**src/rtl/vga_rx_pkg.sv**
```systemverilog
// vga_rx_pkg: shared types and default 1280x1024 timing for the VGA receiver.
`default_nettype none

package vga_rx_pkg;

    typedef enum logic [1:0] {
        ST_SEARCH  = 2'd0,
        ST_ACQUIRE = 2'd1,
        ST_LOCKED  = 2'd2
    } rx_state_e;

    typedef enum logic [11:0] {
        COL_BLACK = 12'h000,
        COL_RED   = 12'hF00,
        COL_GREEN = 12'h0F0,
        COL_BLUE  = 12'h00F,
        COL_WHITE = 12'hFFF
    } colour_e;

    localparam int DEF_HD          = 1280;
    localparam int DEF_HF          = 48;
    localparam int DEF_HR          = 112;
    localparam int DEF_HB          = 248;
    localparam int DEF_VD          = 1024;
    localparam int DEF_VF          = 1;
    localparam int DEF_VR          = 3;
    localparam int DEF_VB          = 38;
    localparam int DEF_LOCK_FRAMES = 2;

endpackage

`default_nettype wire

```
**src/rtl/vga_rx_if.sv**
```systemverilog
// vga_rx_if: incoming VGA timing/colour plus the recovered pixel stream and status.
`default_nettype none

interface vga_rx_if #(
    parameter int HSYNC_BITS = 11,
    parameter int VSYNC_BITS = 11
);
    logic                  hs_i;
    logic                  vs_i;
    logic [11:0]           rgb_i;
    logic                  pix_valid_o;
    logic [HSYNC_BITS-1:0] pix_x_o;
    logic [VSYNC_BITS-1:0] pix_y_o;
    logic [11:0]           pix_rgb_o;
    logic                  frame_start_o;
    logic                  locked_o;
    logic                  err_o;
    logic [7:0]            err_cnt_o;
    logic [HSYNC_BITS-1:0] h_total_o;
    logic [VSYNC_BITS-1:0] v_total_o;

    modport slave (
        input  hs_i, vs_i, rgb_i,
        output pix_valid_o, pix_x_o, pix_y_o, pix_rgb_o, frame_start_o,
        output locked_o, err_o, err_cnt_o, h_total_o, v_total_o
    );

    modport master (
        output hs_i, vs_i, rgb_i,
        input  pix_valid_o, pix_x_o, pix_y_o, pix_rgb_o, frame_start_o,
        input  locked_o, err_o, err_cnt_o, h_total_o, v_total_o
    );
endinterface

`default_nettype wire

```
**src/rtl/vga_rx_axis.sv**
```systemverilog
// vga_rx_axis: saturating position counter with restart strobe, length capture and
// raw (ungated) timing-error flag for one axis.
`default_nettype none

module vga_rx_axis #(
    parameter int BITS = 11,
    parameter int MAX  = 1687
) (
    input  wire logic            clk,
    input  wire logic            arstn,
    input  wire logic            step,
    input  wire logic            restart,
    output logic      [BITS-1:0] pos,
    output logic      [BITS-1:0] len,
    output logic                 err
);
    localparam logic [BITS-1:0] LAST = BITS'(MAX);
    localparam logic [BITS-1:0] OVER = BITS'(MAX + 1);
    localparam logic [BITS-1:0] SAT  = '1;

    logic [BITS-1:0] q;

    always_comb begin
        pos = q;
        if (restart) begin
            pos = '0;
        end else if (step && (q != SAT)) begin
            pos = q + 1'b1;
        end
    end

    // Overrun is flagged only on the step that lands on MAX+1, so it fires once.
    assign err = (restart && (q != LAST)) ||
                 (step && !restart && (pos == OVER) && (q != OVER));

    always_ff @(posedge clk or negedge arstn) begin
        if (!arstn) begin
            q   <= '0;
            len <= '0;
        end else begin
            q <= pos;
            if (restart) begin
                len <= q + 1'b1;
            end
        end
    end

endmodule

`default_nettype wire

```
**src/rtl/vga_rx.sv**
```systemverilog
// vga_rx: recovers pixel position from hsync/vsync, checks line/frame lengths,
// locks after LOCK_FRAMES clean frames and emits a registered pixel stream.
`default_nettype none

module vga_rx
    import vga_rx_pkg::*;
#(
    parameter int HSYNC_BITS  = 11,
    parameter int VSYNC_BITS  = 11,
    parameter int HD          = DEF_HD,
    parameter int HF          = DEF_HF,
    parameter int HR          = DEF_HR,
    parameter int HB          = DEF_HB,
    parameter int VD          = DEF_VD,
    parameter int VF          = DEF_VF,
    parameter int VR          = DEF_VR,
    parameter int VB          = DEF_VB,
    parameter int LOCK_FRAMES = DEF_LOCK_FRAMES
) (
    input wire logic clk,
    input wire logic arstn,
    vga_rx_if.slave  bus
);
    localparam int HMAX = HD + HF + HR + HB - 1;
    localparam int VMAX = VD + VF + VR + VB - 1;

    localparam logic [HSYNC_BITS-1:0] X_START = HSYNC_BITS'(HR + HB);
    localparam logic [HSYNC_BITS-1:0] X_END   = HSYNC_BITS'(HR + HB + HD);
    localparam logic [VSYNC_BITS-1:0] Y_START = VSYNC_BITS'(VR + VB);
    localparam logic [VSYNC_BITS-1:0] Y_END   = VSYNC_BITS'(VR + VB + VD);
    localparam logic [7:0]            GOOD_TARGET = 8'(LOCK_FRAMES);

    logic                  hs_d;
    logic                  vs_at_rise;
    logic                  hs_rise;
    logic                  frame_start;
    logic [HSYNC_BITS-1:0] h_pos;
    logic [HSYNC_BITS-1:0] h_len;
    logic                  h_err;
    logic [VSYNC_BITS-1:0] v_pos;
    logic [VSYNC_BITS-1:0] v_len;
    logic                  v_err;
    logic                  err_any;

    rx_state_e             state;
    rx_state_e             state_next;
    logic [7:0]            good;
    logic [7:0]            good_next;

    logic                  locked_n;
    logic                  disp;
    logic                  valid_n;
    logic                  fs_n;
    logic [HSYNC_BITS-1:0] x_n;
    logic [VSYNC_BITS-1:0] y_n;

    assign hs_rise     = bus.hs_i & ~hs_d;
    // vs level is compared against its value at the previous hs rise, not the previous clk.
    assign frame_start = hs_rise & bus.vs_i & ~vs_at_rise;

    always_ff @(posedge clk or negedge arstn) begin
        if (!arstn) begin
            hs_d       <= 1'b0;
            vs_at_rise <= 1'b0;
        end else begin
            hs_d <= bus.hs_i;
            if (hs_rise) begin
                vs_at_rise <= bus.vs_i;
            end
        end
    end

    vga_rx_axis #(.BITS(HSYNC_BITS), .MAX(HMAX)) u_h_axis (
        .clk     (clk),
        .arstn   (arstn),
        .step    (1'b1),
        .restart (hs_rise),
        .pos     (h_pos),
        .len     (h_len),
        .err     (h_err)
    );

    vga_rx_axis #(.BITS(VSYNC_BITS), .MAX(VMAX)) u_v_axis (
        .clk     (clk),
        .arstn   (arstn),
        .step    (hs_rise),
        .restart (frame_start),
        .pos     (v_pos),
        .len     (v_len),
        .err     (v_err)
    );

    assign err_any = (state != ST_SEARCH) && (h_err || v_err);

    always_ff @(posedge clk or negedge arstn) begin
        if (!arstn) begin
            state <= ST_SEARCH;
            good  <= '0;
        end else begin
            state <= state_next;
            good  <= good_next;
        end
    end

    always_comb begin
        state_next = state;
        good_next  = good;
        case (state)
            ST_SEARCH: begin
                if (frame_start) begin
                    state_next = ST_ACQUIRE;
                    good_next  = '0;
                end
            end
            ST_ACQUIRE: begin
                if (err_any) begin
                    state_next = ST_SEARCH;
                end else if (frame_start) begin
                    good_next = good + 8'd1;
                    if (good_next == GOOD_TARGET) begin
                        state_next = ST_LOCKED;
                    end
                end
            end
            ST_LOCKED: begin
                if (err_any) begin
                    state_next = ST_SEARCH;
                end
            end
            default: state_next = ST_SEARCH;
        endcase
    end

    // Outputs are derived from the next state so lock/unlock lands on the same edge as the state.
    always_comb begin
        locked_n = (state_next == ST_LOCKED);
        disp     = (h_pos >= X_START) && (h_pos < X_END) &&
                   (v_pos >= Y_START) && (v_pos < Y_END);
        valid_n  = locked_n && disp;
        fs_n     = locked_n && frame_start;
        x_n      = disp ? (h_pos - X_START) : '0;
        y_n      = disp ? (v_pos - Y_START) : '0;
    end

    always_ff @(posedge clk or negedge arstn) begin
        if (!arstn) begin
            bus.pix_valid_o   <= 1'b0;
            bus.pix_x_o       <= '0;
            bus.pix_y_o       <= '0;
            bus.pix_rgb_o     <= '0;
            bus.frame_start_o <= 1'b0;
            bus.locked_o      <= 1'b0;
            bus.err_o         <= 1'b0;
            bus.err_cnt_o     <= '0;
        end else begin
            bus.pix_valid_o   <= valid_n;
            bus.pix_x_o       <= x_n;
            bus.pix_y_o       <= y_n;
            bus.pix_rgb_o     <= bus.rgb_i;
            bus.frame_start_o <= fs_n;
            bus.locked_o      <= locked_n;
            bus.err_o         <= err_any;
            if (err_any && (bus.err_cnt_o != 8'hFF)) begin
                bus.err_cnt_o <= bus.err_cnt_o + 8'd1;
            end
        end
    end

    assign bus.h_total_o = h_len;
    assign bus.v_total_o = v_len;

endmodule

`default_nettype wire

```
**src/flat_wrapper.sv**
```systemverilog
// flat-port wrapper written by rule: the top's interface ports become plain ports
module vga_rx_flat import vga_rx_pkg::*;
#(
    parameter int HSYNC_BITS  = 11,
    parameter int VSYNC_BITS  = 11,
    parameter int HD          = DEF_HD,
    parameter int HF          = DEF_HF,
    parameter int HR          = DEF_HR,
    parameter int HB          = DEF_HB,
    parameter int VD          = DEF_VD,
    parameter int VF          = DEF_VF,
    parameter int VR          = DEF_VR,
    parameter int VB          = DEF_VB,
    parameter int LOCK_FRAMES = DEF_LOCK_FRAMES
)
  (clk, arstn, bus_hs_i, bus_vs_i, bus_rgb_i, bus_pix_valid_o, bus_pix_x_o, bus_pix_y_o, bus_pix_rgb_o, bus_frame_start_o, bus_locked_o, bus_err_o, bus_err_cnt_o, bus_h_total_o, bus_v_total_o);
  vga_rx_if #(.HSYNC_BITS(HSYNC_BITS), .VSYNC_BITS(VSYNC_BITS)) bus_i ();
  input wire logic clk;
  input wire logic arstn;
  input wire logic [$bits(bus_i.hs_i)-1:0] bus_hs_i;
  input wire logic [$bits(bus_i.vs_i)-1:0] bus_vs_i;
  input wire logic [$bits(bus_i.rgb_i)-1:0] bus_rgb_i;
  output wire logic [$bits(bus_i.pix_valid_o)-1:0] bus_pix_valid_o;
  output wire logic [$bits(bus_i.pix_x_o)-1:0] bus_pix_x_o;
  output wire logic [$bits(bus_i.pix_y_o)-1:0] bus_pix_y_o;
  output wire logic [$bits(bus_i.pix_rgb_o)-1:0] bus_pix_rgb_o;
  output wire logic [$bits(bus_i.frame_start_o)-1:0] bus_frame_start_o;
  output wire logic [$bits(bus_i.locked_o)-1:0] bus_locked_o;
  output wire logic [$bits(bus_i.err_o)-1:0] bus_err_o;
  output wire logic [$bits(bus_i.err_cnt_o)-1:0] bus_err_cnt_o;
  output wire logic [$bits(bus_i.h_total_o)-1:0] bus_h_total_o;
  output wire logic [$bits(bus_i.v_total_o)-1:0] bus_v_total_o;
  assign bus_i.hs_i = bus_hs_i;
  assign bus_i.vs_i = bus_vs_i;
  assign bus_i.rgb_i = bus_rgb_i;
  assign bus_pix_valid_o = bus_i.pix_valid_o;
  assign bus_pix_x_o = bus_i.pix_x_o;
  assign bus_pix_y_o = bus_i.pix_y_o;
  assign bus_pix_rgb_o = bus_i.pix_rgb_o;
  assign bus_frame_start_o = bus_i.frame_start_o;
  assign bus_locked_o = bus_i.locked_o;
  assign bus_err_o = bus_i.err_o;
  assign bus_err_cnt_o = bus_i.err_cnt_o;
  assign bus_h_total_o = bus_i.h_total_o;
  assign bus_v_total_o = bus_i.v_total_o;
  vga_rx #(.HSYNC_BITS(HSYNC_BITS), .VSYNC_BITS(VSYNC_BITS), .HD(HD), .HF(HF), .HR(HR), .HB(HB), .VD(VD), .VF(VF), .VR(VR), .VB(VB), .LOCK_FRAMES(LOCK_FRAMES)) u_core (.clk(clk), .arstn(arstn), .bus(bus_i));
endmodule
```
**config.mk**
```make
export PLATFORM = sky130hd
export DESIGN_NAME = vga_rx_flat
export DESIGN_NICKNAME = d
export VERILOG_FILES = /design/src/rtl/vga_rx_pkg.sv /design/src/rtl/vga_rx_if.sv /design/src/rtl/vga_rx_axis.sv /design/src/rtl/vga_rx.sv /design/src/flat_wrapper.sv
export SDC_FILE = /design/constraint.sdc
export NUM_CORES = 1
export LEC_CHECK = 0
export BUFFER_PORTS_ARGS = -buffer_cell sky130_fd_sc_hd__buf_4
export CORE_UTILIZATION = 25
export DETAILED_ROUTE_END_ITERATION = 6
export HOLD_SLACK_MARGIN = 0.12
export PLACE_DENSITY = 0.5
export SYNTH_ARGS = -nofsm -noshare
export SYNTH_HDL_FRONTEND = slang
export SYNTH_HIERARCHICAL = 1
export SYNTH_SLANG_ARGS = --single-unit
```
**constraint.sdc**
```tcl
create_clock -name clk -period 3.7 [get_ports clk]
set_input_delay 0.555 -clock clk [delete_from_list [all_inputs] [get_ports clk]]
set_output_delay 0.555 -clock clk [all_outputs]
set_load 0.02 [all_outputs]
```
---- After elaboration in Yosys (flattened, before gate mapping) ----
Cells that the tools add are included.
word-level totals
  register bits after elaboration ......... 102
  bits of input ports ..................... 16
  logic and storage cells ................. 87
cells by class
  add/subtract/negate cells ............... 6
  order comparisons ....................... 4
  equality and inequality tests ........... 16
  mux-type cells .......................... 16
  bitwise operators ....................... 5
  reduce and logical (&&, ||, !) cells .... 24
operators with widths
  kind                   number
  $mux 11                6
  $ne 11x11->1 const B   6
  $mux 8                 3
  $add 11x1->11 const B  2
  $eq 11x11->1 const B   2
  $lt 11x11->1 const B   2
  $add 8x1->8 const B    2
  $pmux 8 s2             1
  $logic_and 1x1->1      15
  $ge 11x6->1 const B    1
  $ge 11x9->1 const B    1
  $sub 11x6->11 const B  1
  $sub 11x9->11 const B  1
  $mux 2                 5
  $eq 8x2->1 const B     1
  $ne 8x8->1 const B     1
  $pmux 2 s3             1
  $eq 2x2->1 const B     2
  $ne 2x1->1 const B     2
  $reduce_and 4->1       1
  $reduce_bool 2->1      2
  $and 1x1->1            3
  $logic_or 1x1->1       3
  $eq 2x1->1 const B     1
  other kinds (4)        6

---- Longest topological paths before layout ----
Gate-level depths: netlist of the first run.
  word-level depth ........................ 15
  depth in mapped cells ................... 14
  depth with buffers taken out ............ 13

---- Modules after synthesis ----
Netlist of the first run, hierarchy kept.
by module, submodules not included
  module                         times used  cells an instance  area each (µm²)  seq. area each (µm²)
  vga_rx                         1           233                2,549.9          1,451.4
  vga_rx_axis (u_core.u_h_axis)  1           144                1,321.3          550.5
  vga_rx_axis (u_core.u_v_axis)  1           138                1,296.2          550.5

---- Least setup slack after synthesis of the first run ----
OpenSTA, ideal clock, no wires.
  kind .................................... input to register
  start point ............................. input bus_hs_i
  end point ............................... register u_core.bus.pix_y_o[0]
  arrival ................................. 2,834 ps
  path slack .............................. 731 ps
  stages on the path ...................... 13
  cells stage by stage .................... nor2b_1 -> clkbuf_1 -> clkbuf_1 -> clkbuf_1 -> a21oi_1 -> inv_1 -> ha_1 -> and3b_1 -> o21ai_0 -> nand3_1 -> nand3_1 -> buf_2 -> nor2_1
on the way
  elaborated cells between the ends (all ways) .. 16
  classes of those cells .................. add/sub (1); order compare (4); mux (4); bitwise (3); reduce/logical (4)
RTL lines
  what                                                line                text
  from (decl)                                         flat_wrapper.sv:20  input wire logic [$bits(bus_i.hs_i)-1:0] bus_hs_i;
  $and 1x1->1 (*)                                     vga_rx.sv:57        assign hs_rise = bus.hs_i & ~hs_d;
  $mux 11 (*)                                         vga_rx_axis.sv:25   if (restart) begin
  via u_core.h_pos[3]                                 vga_rx.sv:37        logic [HSYNC_BITS-1:0] h_pos;
  $ge 11x9->1 / $lt 11x11->1 (equally long branches)  vga_rx.sv:137       disp = (h_pos >= X_START) && (h_pos < X_END) &&
  $logic_and 1x1->1 (*) (2 in a row)                  vga_rx.sv:137
  $logic_and 1x1->1 (*)                               vga_rx.sv:138       (v_pos >= Y_START) && (v_pos < Y_END);
  $mux 11 (*)                                         vga_rx.sv:142       y_n = disp ? (v_pos - Y_START) : '0;
  via u_core.y_n[0]                                   vga_rx.sv:55        logic [VSYNC_BITS-1:0] y_n;
  to (signal assigned)                                vga_rx.sv:158       bus.pix_y_o <= y_n;
  to (decl)                                           vga_rx_if.sv:24     output pix_valid_o, pix_x_o, pix_y_o, pix_rgb_o, frame_start_o,
The timed path passes the listed nets; every way through them passes the cells marked *.
A chain may end at the register's enable or synchronous reset.

---- Worst setup path after layout of the first run ----
  start point ............................. register u_core.u_h_axis.q[0]
  end point ............................... register u_core.bus.pix_y_o[3]
on the way
  cells in the longest elaborated chain, start to end .. 8
  elaborated cells between the ends (all ways) .. 10
  classes of those cells .................. add/sub (1); order compare (2); eq/ne (1); mux (3); reduce/logical (3)
ends and longest elaborated chain
  what                                                  line                                  text
  from (decl)                                           vga_rx_axis.sv:21                     logic [BITS-1:0] q;
  from (signal assigned)                                vga_rx_axis.sv:41                     q <= pos;
  $add 11x1->11 / $ne 11x11->1 (equally long branches)  vga_rx_axis.sv:28, vga_rx_axis.sv:27
  $mux 11 (*)                                           vga_rx_axis.sv:27                     end else if (step && (q != SAT)) begin
  $mux 11 (*)                                           vga_rx_axis.sv:25
  via u_core.h_pos[3]                                   vga_rx.sv:37
  $ge 11x9->1 / $lt 11x11->1 (equally long branches)    vga_rx.sv:137
  $logic_and 1x1->1 (*) (2 in a row)                    vga_rx.sv:137
  $logic_and 1x1->1 (*)                                 vga_rx.sv:138
  $mux 11 (*)                                           vga_rx.sv:142
  via u_core.y_n[3]                                     vga_rx.sv:55
Marks and branches as above.

==> metrics.csv, run 1 <==
stage;metric;value;unit
status;status;finished, final reports clean;
setup_path;Reg2Reg Setup Slack;230;ps
floorplan;Die X;146;um
detailed_routing;Final ANT Viol Nets;0;
synth;Post-synth ARST share;100;%
clock_network;Clock Latency Late Sink;360;ps
detailed_routing;Vias;4100;
flow_run;max-cap violations;0;
clock_network;clock tree sinks;102;
floorplan;I/O pins;84;
sta;Slew @ Worst Pin;1080;ps
detailed_routing;Initial DRC Count;286;
clock_network;H-tree Lvls;3;
sta;final number of setup-violating endpoints;0;
final_layout;area of the multi-input gates;2390;sq um
global_route;met3 usage;3.70;%
clock_network;Resized cells post-CTS;0;
synth;Yosys Warn Count;6;
floorplan;row cnt;52;
final_layout;n_diodes;0;
placed_design;Post-DP HPWL;8.86;mm
detailed_routing;Routed WL;12.6;mm
detailed_routing;vias per cell;4.68;
sta;RSZ-0062 raised after global routing;no;
final_layout;commonest cells after routing, fill and taps aside;102 x dfrtp_1, 100 x buf_4, 69 x nor2_1;
sta;count of final hold-check violations;0;
final_layout;Core Util, Final;31.8;%
global_route;initial antenna violation count;0;
sta;minimum clock period;3470;ps
final_layout;Final Instance Area;6420;sq um
sta;setup TNS;0;ps
worst_hold_path;HP Class;in -> reg;
clock_network;Hold Buf Count CTS;0;
global_route;GR Layer Usage met1;16.6;%
setup_path;Critical Path Sink Type;flop;
global_route;GRT overflow;0;
sta;setup ws final;232;ps
placed_design;Final GP Congestion;0.836;
global_route;first-pass GRT wire length;21.1;mm
setup_path;critical path class;reg -> reg;
synth;Avg Inst Size Synth;10.0;sq um
sta;fin crit share;93.7;%
global_route;GR peak layer;met2;
sta;Peak Freq;288;MHz
setup_path;CP max stage delay;480;ps
synth;Post-synth top flop;dfrtp_1;
setup_path;slowest stage cell, crit path;dfrtp_1;
setup_path;critical-path cell list;ha_1 > nand4_1 > o31ai_4 > o21ai_0 > a21oi_1 > inv_1 > ha_1 > and3b_1 > o21ai_0 > nand3_1 > nand3_1 > buf_4 > nor3_1;
worst_hold_path;Min-Delay Path Depth;1;
final_layout;register area;2550;sq um
clock_network;post-CTS setup buffers;0;
power_and_ir_drop;peak supply drop;264;uV
floorplan;Core Area;20200;sq um
final_layout;FILL cells;2081;
sta;Max-slew headroom;28.3;%
final_layout;most common cell after layout, fill and taps aside;dfrtp_1;
setup_path;startpoint types;flop;
floorplan;Die ar.;21200;sq um
placed_design;IO Port Bufs;83;
final_layout;ratio of cells with drive above 1 in the final layout;23.9;%
setup_path;WP data required;3950;ps
sta;Max Slew Vio Count;0;
global_route;Global Route met2 Usage;19.2;%
power_and_ir_drop;PD cells;480;nW/um^2
global_route;largest net degree at the start of global routing;83;
synth;flops & latches, synth;102;
clock_network;Inserted Clock Buffers;9;
synth;Synth Instances;515;
clock_network;CTS Buffer Depth;2;
setup_path;crit path max fanout;13;
clock_network;CTS clk-pin slew, worst paths;80;ps
floorplan;die height;146;um
final_layout;Area Growth Syn to Fin;24.3;%
setup_path;FF-to-FF path depth;13;
placed_design;dpl cell area;6100;sq um
detailed_routing;Post-route DRC;0;
detailed_routing;TritonRoute pass-1 iters;4;
detailed_routing;WL per Instance;14.4;um
final_layout;nets@finish;629;
clock_network;CTS tree;built;
setup_path;arrival time worst endpoint;3720;ps
sta;Final Skew;13.2;ps
synth;Post-synth EDFFs;0;
synth;Syn Std Cell Area;5170;sq um
global_route;Tot GR Track Use;12.5;%
global_route;vias in the first global route;4071;
clock_network;CTS root buffer;clkbuf_16;
floorplan;Initial Util;25.5;%
synth;share of the yosys chip area belonging to registers;49.4;%
synth;Yosys cell types;72;
placed_design;worst slack, placed;220;ps
power_and_ir_drop;leak pwr;2.86;nW
-- power breakdown --
group	switching, mW	total [mW]	internal [mW]
logic	0.414	0.714	0.300
clock network	0.448	0.995	0.547
registers	0.141	1.38	1.24
total	1.00	3.09	2.08
-- stage by stage --
step                      hold slack (ps)  total power, mW  std cells
after global routing                  284             3.27        876
after global placement                477             2.11        860
after floorplan                       259             1.82        518
after CTS                             286             3.13        876
final                                 301             3.09        876
after detailed placement              489             2.11        860
-- state kept, by name, summed over array words and instances (netlist names) --
register	flops
u_core/hs_d	1
u_core/bus.pix_valid_o	1
u_core/vs_at_rise	1
u_core/bus.frame_start_o	1
u_core/bus.pix_y_o	11
u_core/bus.locked_o	1
u_core/bus.err_cnt_o	8
u_core/state	2
u_core/bus.err_o	1
u_core/u_h_axis/q	11
u_core/u_v_axis/len	11
u_core/u_h_axis/len	11
u_core/bus.pix_x_o	11
u_core/good	8
u_core/bus.pix_rgb_o	12
u_core/u_v_axis/q	11
-- worst paths after layout --
path,start,end
hold / removal,bus_rgb_i[3],u_core/bus.pix_rgb_o[3]
hold reg to reg,u_core/bus.err_cnt_o[7],u_core/bus.err_cnt_o[7]
max in group asynchronous,arstn,u_core/bus.pix_rgb_o[10]
setup reg to reg,u_core/u_h_axis/q[0],u_core/bus.pix_y_o[3]
min in group asynchronous,arstn,u_core/bus.pix_x_o[2]
setup / recovery,u_core/u_h_axis/q[0],u_core/bus.pix_y_o[3]
-- kinds of logic after synthesis --
kind of cell    count (synthesis)  synth area share [%]
compound gates                105                  14.3
xor+xnor                       42                  7.12
fa+ha+maj                      12                  2.91
buf+inv                        51                  4.92
flops                         102                  49.4
mux                             9                  1.86
other cells                     1                0.0726
simple gates                  193                  19.5
-- synthesized netlist by cell type, drive strengths merged (4+ instances only) --
cell type / number / area share, %
dfrtp: 102 / 49
nor2: 70 / 5.1
a21oi: 35 / 3.4
nand2: 32 / 2.4
inv: 23 / 1.7
xor2: 23 / 3.9
xnor2: 19 / 3.2
buf: 18 / 2.5
nand3: 18 / 1.9
o21ai: 18 / 1.7
nand4: 14 / 1.8
ha: 12 / 2.9
clkbuf: 10 / 0.73
nor3: 10 / 1.1
a31oi: 9 / 1.2
and3: 7 / 0.85
a211oi: 5 / 0.82
and4: 5 / 0.90
mux2: 5 / 1.1
nand2b: 5 / 0.61
nand3b: 5 / 0.73
o31a: 5 / 0.90
mux2i: 4 / 0.77
nor2b: 4 / 0.48
nor4: 4 / 0.48
o211ai: 4 / 0.58
o31ai: 4 / 0.68
or3: 4 / 0.48
-- critical path: cells and delay by family, from the launching register on --
family                   cells  cell delay (ps)
AND/OR/NAND/NOR              5             1050
AO/OA/AOI/OAI                4              910
adder cells (fa/ha/maj)      2              600
flip-flops                   1              480
buffers and inverters        2              290
-- area by class of cell --
| type | instances | share of cell area (%) |
|---|---|---|
| inverters | 23 | 1.34 |
| flip-flops and latches | 102 | 39.7 |
| clock buffers | 10 | 3.72 |
| repair buffers | 100 | 11.7 |
| well taps | 270 | 5.26 |
| clock inverters | 6 | 1.05 |
| multi-input cells | 365 | 37.2 |
-- routing by layer --
layer / share of wire (%) / routed length, um / vias to the layer above
met4: 1.5 / 192 / 0
met1: 48 / 6050 / 1993
met2: 45 / 5650 / 103
met3: 5.7 / 720 / 14
met5: 0 / 0 / -
li1: - / - / 1990
No activity file was read; power rests on OpenSTA's default activity.
==> inputs of run 2 (changes only) <==
--- a/config.mk
+++ b/config.mk
@@ -8,6 +8,7 @@
 export BUFFER_PORTS_ARGS = -buffer_cell sky130_fd_sc_hd__buf_4
 export CORE_UTILIZATION = 25
 export DETAILED_ROUTE_END_ITERATION = 6
+export GPL_TIMING_DRIVEN = 0
 export HOLD_SLACK_MARGIN = 0.12
 export PLACE_DENSITY = 0.5
 export SYNTH_ARGS = -nofsm -noshare
==> metrics.csv, run 2 (synthesis gave the netlist of run 1 again) <==
stage;metric;value;unit;change
sta;fin crit share;95.0;%;+1.2 points
setup_path;Critical Path Sink Type;flop;;
setup_path;startpoint types;flop;;
clock_network;Clock Latency Late Sink;360;ps;about the same
sta;RSZ-0062 raised after global routing;yes;;
final_layout;max FFs per register;12;;unchanged
global_route;first-pass GRT wire length;20.8;mm;-1.5%
final_layout;nets@finish;642;;+2.1%
clock_network;CTS root buffer;clkbuf_16;;
worst_hold_path;Min-Delay Path Depth;1;;unchanged
final_layout;area of the multi-input gates;2410;sq um;+0.73%
power_and_ir_drop;peak supply drop;256;uV;-3.3%
floorplan;Die X;146;um;unchanged
final_layout;Most flops, register;u_core/bus.pix_rgb_o;;
floorplan;die height;146;um;unchanged
clock_network;Inserted Clock Buffers;9;;unchanged
final_layout;Core Util, Final;32.5;%;+0.70 points
power_and_ir_drop;leak pwr;2.93;nW;+2.4%
detailed_routing;Post-route DRC;1;;+1
status;status;complete, but fails checks;;
setup_path;WP data required;3970;ps;+20 ps
detailed_routing;vias per cell;4.66;;-0.50%
sta;setup TNS;0;ps;unchanged
flow_run;max-cap violations;0;;unchanged
final_layout;Final Instance Area;6570;sq um;+2.2%
final_layout;most common cell after layout, fill and taps aside;dfrtp_1;;
global_route;largest net degree at the start of global routing;103;;+24%
sta;final number of setup-violating endpoints;0;;unchanged
global_route;vias in the first global route;4017;;-1.3%
setup_path;crit path max fanout;8;;-5
floorplan;Initial Util;25.5;%;unchanged
clock_network;CTS Buffer Depth;2;;unchanged
detailed_routing;Routed WL;12.8;mm;+1.4%
setup_path;critical path class;reg -> reg;;
sta;Final Skew;10.7;ps;-2.52 ps
detailed_routing;Vias;4140;;+0.98%
floorplan;row cnt;52;;unchanged
sta;minimum clock period;3510;ps;+46.1 ps
setup_path;Reg2Reg Setup Slack;190;ps;-50 ps
sta;Max-slew headroom;53.1;%;+25 points
global_route;GRT overflow;0;;unchanged
placed_design;dpl cell area;6140;sq um;+0.62%
floorplan;Die ar.;21200;sq um;unchanged
floorplan;Core Area;20200;sq um;unchanged
placed_design;IO Port Bufs;83;;unchanged
detailed_routing;TritonRoute pass-1 iters;7;;+3
detailed_routing;WL per Instance;14.4;um;-0.13%
clock_network;clock tree sinks;102;;unchanged
placed_design;Final GP Congestion;0.840;;+0.41%
setup_path;arrival time worst endpoint;3790;ps;+70 ps
worst_hold_path;HP Class;in -> reg;;
final_layout;register area;2550;sq um;unchanged
clock_network;H-tree Lvls;3;;unchanged
global_route;initial antenna violation count;0;;unchanged
detailed_routing;Final ANT Viol Nets;0;;unchanged
sta;Peak Freq;285;MHz;-1.3%
clock_network;CTS tree;built;;
sta;Max Slew Vio Count;0;;unchanged
power_and_ir_drop;overall power;3.21;mW;+4.1%
floorplan;I/O pins;84;;unchanged
final_layout;ratio of cells with drive above 1 in the final layout;24.9;%;+0.95 points
final_layout;commonest cells after routing, fill and taps aside;102 x dfrtp_1, 86 x buf_4, 69 x nor2_1;;
status;failing checks;DRC;;
sta;Slew @ Worst Pin;699;ps;-377 ps
detailed_routing;Initial DRC Count;246;;-14%
setup_path;FF-to-FF path depth;11;;-2
clock_network;CTS clk-pin slew, worst paths;70;ps;about the same
placed_design;Post-DP HPWL;8.88;mm;+0.17%
final_layout;n_diodes;0;;unchanged
global_route;Tot GR Track Use;12.4;%;-0.11 points
final_layout;FILL cells;2072;;-0.43%
final_layout;Area Growth Syn to Fin;27.1;%;
power_and_ir_drop;PD cells;489;nW/um^2;+1.9%
sta;count of final hold-check violations;0;;unchanged
[run 2: cell types whose count changed in the layout (fill, tap and decap cells not counted), moves of 3 or more]
| cell | previous run | this run |
|---|---|---|
| buf_4 | 100 | 86 |
| clkbuf_1 | 0 | 7 |
| buf_6 | 0 | 6 |
| clkbuf_2 | 0 | 3 |
| buf_2 | 0 | 8 |
[run 2: per-stage QoR]
step           hold WS [ps]  std cells  worst slack, ps
2_1_floorplan           259        518              731
3_3_place_gp            478        871             -370
3_5_place_dp            500        871             -356
4_1_cts                 290        887             21.5
5_1_grt                 287        889            -15.6
6_report                308        889              185
[run 2: area by class of cell]
class                   instances  area share [%]
repair buffers                 85            10.1
clock inverters                 7            1.83
plain buffers                  28            2.61
well taps                     270            5.14
clock buffers                   9            3.43
inverters                      23            1.31
multi-input cells             365            36.7
flip-flops and latches        102            38.9
[run 2: worst paths after layout]
check	startpoint	endpoint
setup / recovery	u_core/u_h_axis/q[0]	u_core/bus.err_cnt_o[7]
hold / removal	bus_rgb_i[6]	u_core/bus.pix_rgb_o[6]
setup reg to reg	u_core/u_h_axis/q[0]	u_core/bus.err_cnt_o[7]
hold reg to reg	u_core/bus.err_cnt_o[7]	u_core/bus.err_cnt_o[7]
max in group asynchronous	arstn	u_core/bus.pix_rgb_o[1]
min in group asynchronous	arstn	u_core/u_h_axis/len[7]
[run 2: what timing repair did]
item	in CTS	in global routing
setup buffers	0	0
endpoints found under the hold margin	0	26
hold buffers	0	1
pin swaps	0	0
gates resized for setup	1	11
setup endpoints to repair	11	23
[run 2: critical path: stages, from the launching register on]
cell and delay (ps):
dfrtp_1 480, ha_1 180, buf_2 210, nand4_1 230, o2111a_1 320, a211oi_2 570
a41o_1 310, o22ai_1 200, a31oi_2 380, nand4_1 220, nor2_1 160, xor2_1 160
[run 2: metal layers]
metal	wire length (um)	global-route usage, %	vias up
li1	-	-	2011
met1	6090	16.4	1967
met2	5720	18.9	139
met3	735	3.48	23
met4	251	5.00	0
met5	0	0	-
[run 2: where the power goes]
group	total (mW)	switching, mW	leakage (nW)	internal [mW]
Combinational	0.755	0.447	1.43	0.308
Clock	1.11	0.444	0.166	0.665
Sequential	1.35	0.113	1.33	1.24
Total	3.21	1.00	2.93	2.21
==> inputs of run 3 (changes only) <==
--- a/config.mk
+++ b/config.mk
@@ -11,6 +11,7 @@
 export GPL_TIMING_DRIVEN = 0
 export HOLD_SLACK_MARGIN = 0.12
 export PLACE_DENSITY = 0.5
+export SETUP_SLACK_MARGIN = 0.2
 export SYNTH_ARGS = -nofsm -noshare
 export SYNTH_HDL_FRONTEND = slang
 export SYNTH_HIERARCHICAL = 1
==> metrics.csv, run 3 (synthesis gave the netlist of run 1 again) <==
stage;metric;value;unit;change
setup_path;FF-to-FF path depth;14;;+3
clock_network;clock tree sinks;102;;unchanged
floorplan;Core Area;20200;sq um;unchanged
worst_hold_path;HP Class;in -> reg;;
sta;Max Slew Vio Count;0;;unchanged
power_and_ir_drop;leak pwr;2.97;nW;+1.5%
global_route;GRT overflow;0;;unchanged
worst_hold_path;Min-Delay Path Depth;1;;unchanged
sta;RSZ-0062 raised after global routing;yes;;
sta;Slew @ Worst Pin;676;ps;-23.0 ps
clock_network;CTS root buffer;clkbuf_16;;
global_route;initial antenna violation count;0;;unchanged
setup_path;critical path class;reg -> reg;;
clock_network;CTS tree;built;;
floorplan;Die X;146;um;unchanged
floorplan;row cnt;52;;unchanged
setup_path;critical-path cell list;ha_1 > buf_2 > nand4_1 > o31ai_4 > or3_1 > a21oi_2 > inv_1 > ha_1 > and3b_1 > o21ai_0 > nand3_1 > nand3_1 > clkbuf_4 > nor2_1;;
sta;minimum clock period;3310;ps;-202 ps
sta;Max-slew headroom;54.6;%;+1.5 points
setup_path;Reg2Reg Setup Slack;390;ps;+200 ps
power_and_ir_drop;PD cells;483;nW/um^2;-1.3%
detailed_routing;vias per cell;4.64;;-0.39%
sta;Peak Freq;302;MHz;+6.1%
final_layout;Final Instance Area;6670;sq um;+1.6%
worst_hold_path;HP Start;bus_rgb_i[10];;
placed_design;IO Port Bufs;83;;unchanged
setup_path;kind of cell adding the most delay to the critical path;simple AND/OR/NAND/NOR gates;;
global_route;Tot GR Track Use;12.4;%;+0.074 points
worst_hold_path;Hold Crit Endpoint;u_core/bus.pix_rgb_o[10];;
setup_path;Critical Path Sink Type;flop;;
final_layout;Most flops, register;u_core/bus.pix_rgb_o;;
detailed_routing;Final ANT Viol Nets;0;;unchanged
placed_design;dpl cell area;6140;sq um;unchanged
clock_network;Inserted Clock Buffers;9;;unchanged
setup_path;Crit. path cell count;14;;+3
final_layout;Area Growth Syn to Fin;29.1;%;
final_layout;n_diodes;0;;unchanged
status;status;finished, final reports clean;;
sta;Final Skew;9.98;ps;-0.703 ps
clock_network;H-tree Lvls;3;;unchanged
setup_path;arrival time worst endpoint;3580;ps;-210 ps
global_route;vias in the first global route;4038;;+0.52%
setup_path;startpoint types;flop;;
final_layout;ratio of cells with drive above 1 in the final layout;27.1;%;+2.2 points
final_layout;final std cells w/o fill;894;;+0.56%
final_layout;max FFs per register;12;;unchanged
detailed_routing;Initial DRC Count;257;;+4.5%
global_route;first-pass GRT wire length;20.9;mm;+0.60%
final_layout;Core Util, Final;33.0;%;+0.53 points
flow_run;max-cap violations;0;;unchanged
clock_network;CTS Buffer Depth;2;;unchanged
detailed_routing;WL per Instance;14.5;um;+0.74%
setup_path;FF-to-FF End;u_core/bus.pix_y_o[0];;
final_layout;commonest cells after routing, fill and taps aside;98 x dfrtp_1, 91 x buf_4, 67 x nor2_1;;
floorplan;Initial Util;25.5;%;unchanged
detailed_routing;Vias;4147;;+0.17%
placed_design;placed cells;871;;unchanged
final_layout;nets@finish;647;;+0.78%
final_layout;FILL cells;2062;;-0.48%
floorplan;die height;146;um;unchanged
placed_design;Post-DP HPWL;8.88;mm;unchanged
power_and_ir_drop;Seq pwr share;42.0;%;about the same
sta;setup TNS;0;ps;unchanged
global_route;largest net degree at the start of global routing;103;;unchanged
clock_network;CTS clk-pin slew, worst paths;70;ps;about the same
placed_design;Final GP Congestion;0.840;;unchanged
detailed_routing;Post-route DRC;0;;-1
sta;count of final hold-check violations;0;;unchanged
setup_path;crit path max fanout;10;;+2
power_and_ir_drop;clock power share;34.4;%;about the same
floorplan;I/O pins;84;;unchanged
power_and_ir_drop;Gate power share;23.7;%;+0.2 points
floorplan;Die ar.;21200;sq um;unchanged
detailed_routing;TritonRoute pass-1 iters;5;;-2
setup_path;slowest stage cell, crit path;dfrtp_2;;
sta;final number of setup-violating endpoints;0;;unchanged
final_layout;most common cell after layout, fill and taps aside;dfrtp_1;;
power_and_ir_drop;cell internal pwr;2.22;mW;+0.42%
setup_path;r2r startpoint;u_core/u_h_axis/q[0];;
power_and_ir_drop;NetSw;1.00;mW;about the same
detailed_routing;Routed WL;13.0;mm;+1.3%
clock_network;Clock Latency Late Sink;350;ps;about the same
setup_path;Bufs and invs on worst path;3;;+2
power_and_ir_drop;peak supply drop;256;uV;+0.15%
power_and_ir_drop;Sw Share;31.2;%;-0.082 points
setup_path;WP data required;3960;ps;about the same
sta;fin crit share;89.5;%;-5.5 points
setup_path;CP max stage delay;460;ps;-110 ps
[run 3: cell types whose count changed in the layout (fill, tap and decap cells not counted), sizes merged]
cell | before | now
buf | 102 | 106
clkbuf | 19 | 20
[run 3: cell type report]
class	instances	area [sq um]	area share, %
Clock buffer	9	225	3.38
Inverter	23	86.3	1.29
Sequential cell	102	2560	38.3
Tap cell	270	338	5.06
Buffer	28	176	2.64
Clock inverter	7	120	1.80
Multi-Input combinational cell	365	2470	37.0
Timing Repair Buffer	90	702	10.5
[run 3: worst max-delay path by stage]
stage	startpoint	end	slack (ps)
after global placement	bus_hs_i	u_core/bus.pix_y_o[0]	-370
final	u_core/u_h_axis/q[0]	u_core/bus.pix_y_o[0]	390
after detailed placement	bus_hs_i	u_core/bus.pix_y_o[0]	-360
after CTS	u_core/u_h_axis/q[0]	u_core/bus.err_cnt_o[7]	180
after global routing	u_core/u_v_axis/q[0]	u_core/bus.pix_y_o[0]	170
after floorplan	bus_hs_i	u_core/bus.pix_y_o[0]	730
[run 3: layer usage]
layer / wire, um / up-vias / GRT usage [%]
met1: 6110 / 1984 / 16.4
met2: 5980 / 125 / 19.1
met4: 195 / 0 / 5.00
met5: 0 / - / 0
li1: - / 2023 / -
met3: 683 / 15 / 3.48
[run 3: worst reg2reg max path, stage by stage (launching register included)]
cell and delay (ps):
dfrtp_2 460, ha_1 210, buf_2 180, nand4_1 210, o31ai_4 90, or3_1 370
a21oi_2 230, inv_1 70, ha_1 220, and3b_1 280, o21ai_0 140, nand3_1 130
nand3_1 190, clkbuf_4 280, nor2_1 170
[run 3: power by group through the flow]
| stage | logic, mW | registers, mW | clock network [mW] |
|---|---|---|---|
| floorplan | 0.359 | 1.46 | 0 |
| global placement | 0.745 | 1.37 | 0 |
| detailed placement | 0.754 | 1.37 | 0 |
| CTS | 0.760 | 1.35 | 1.15 |
| global route | 0.846 | 1.38 | 1.19 |
| finish | 0.763 | 1.35 | 1.11 |
[run 3: metrics by stage]
stage	worst slack (ps)	hold WS [ps]	power, mW
floorplan	731	259	1.82
global placement	-370	478	2.11
detailed placement	-356	500	2.12
CTS	183	290	3.26
global route	174	287	3.41
finish	388	311	3.22
[run 3: what timing repair did]
item	in CTS	in global routing
setup endpoints to repair	23	33
hold buffers	0	1
buffers inserted	0	5
resized for setup	7	22
endpoints found under the hold margin	0	26
pin swaps	0	4
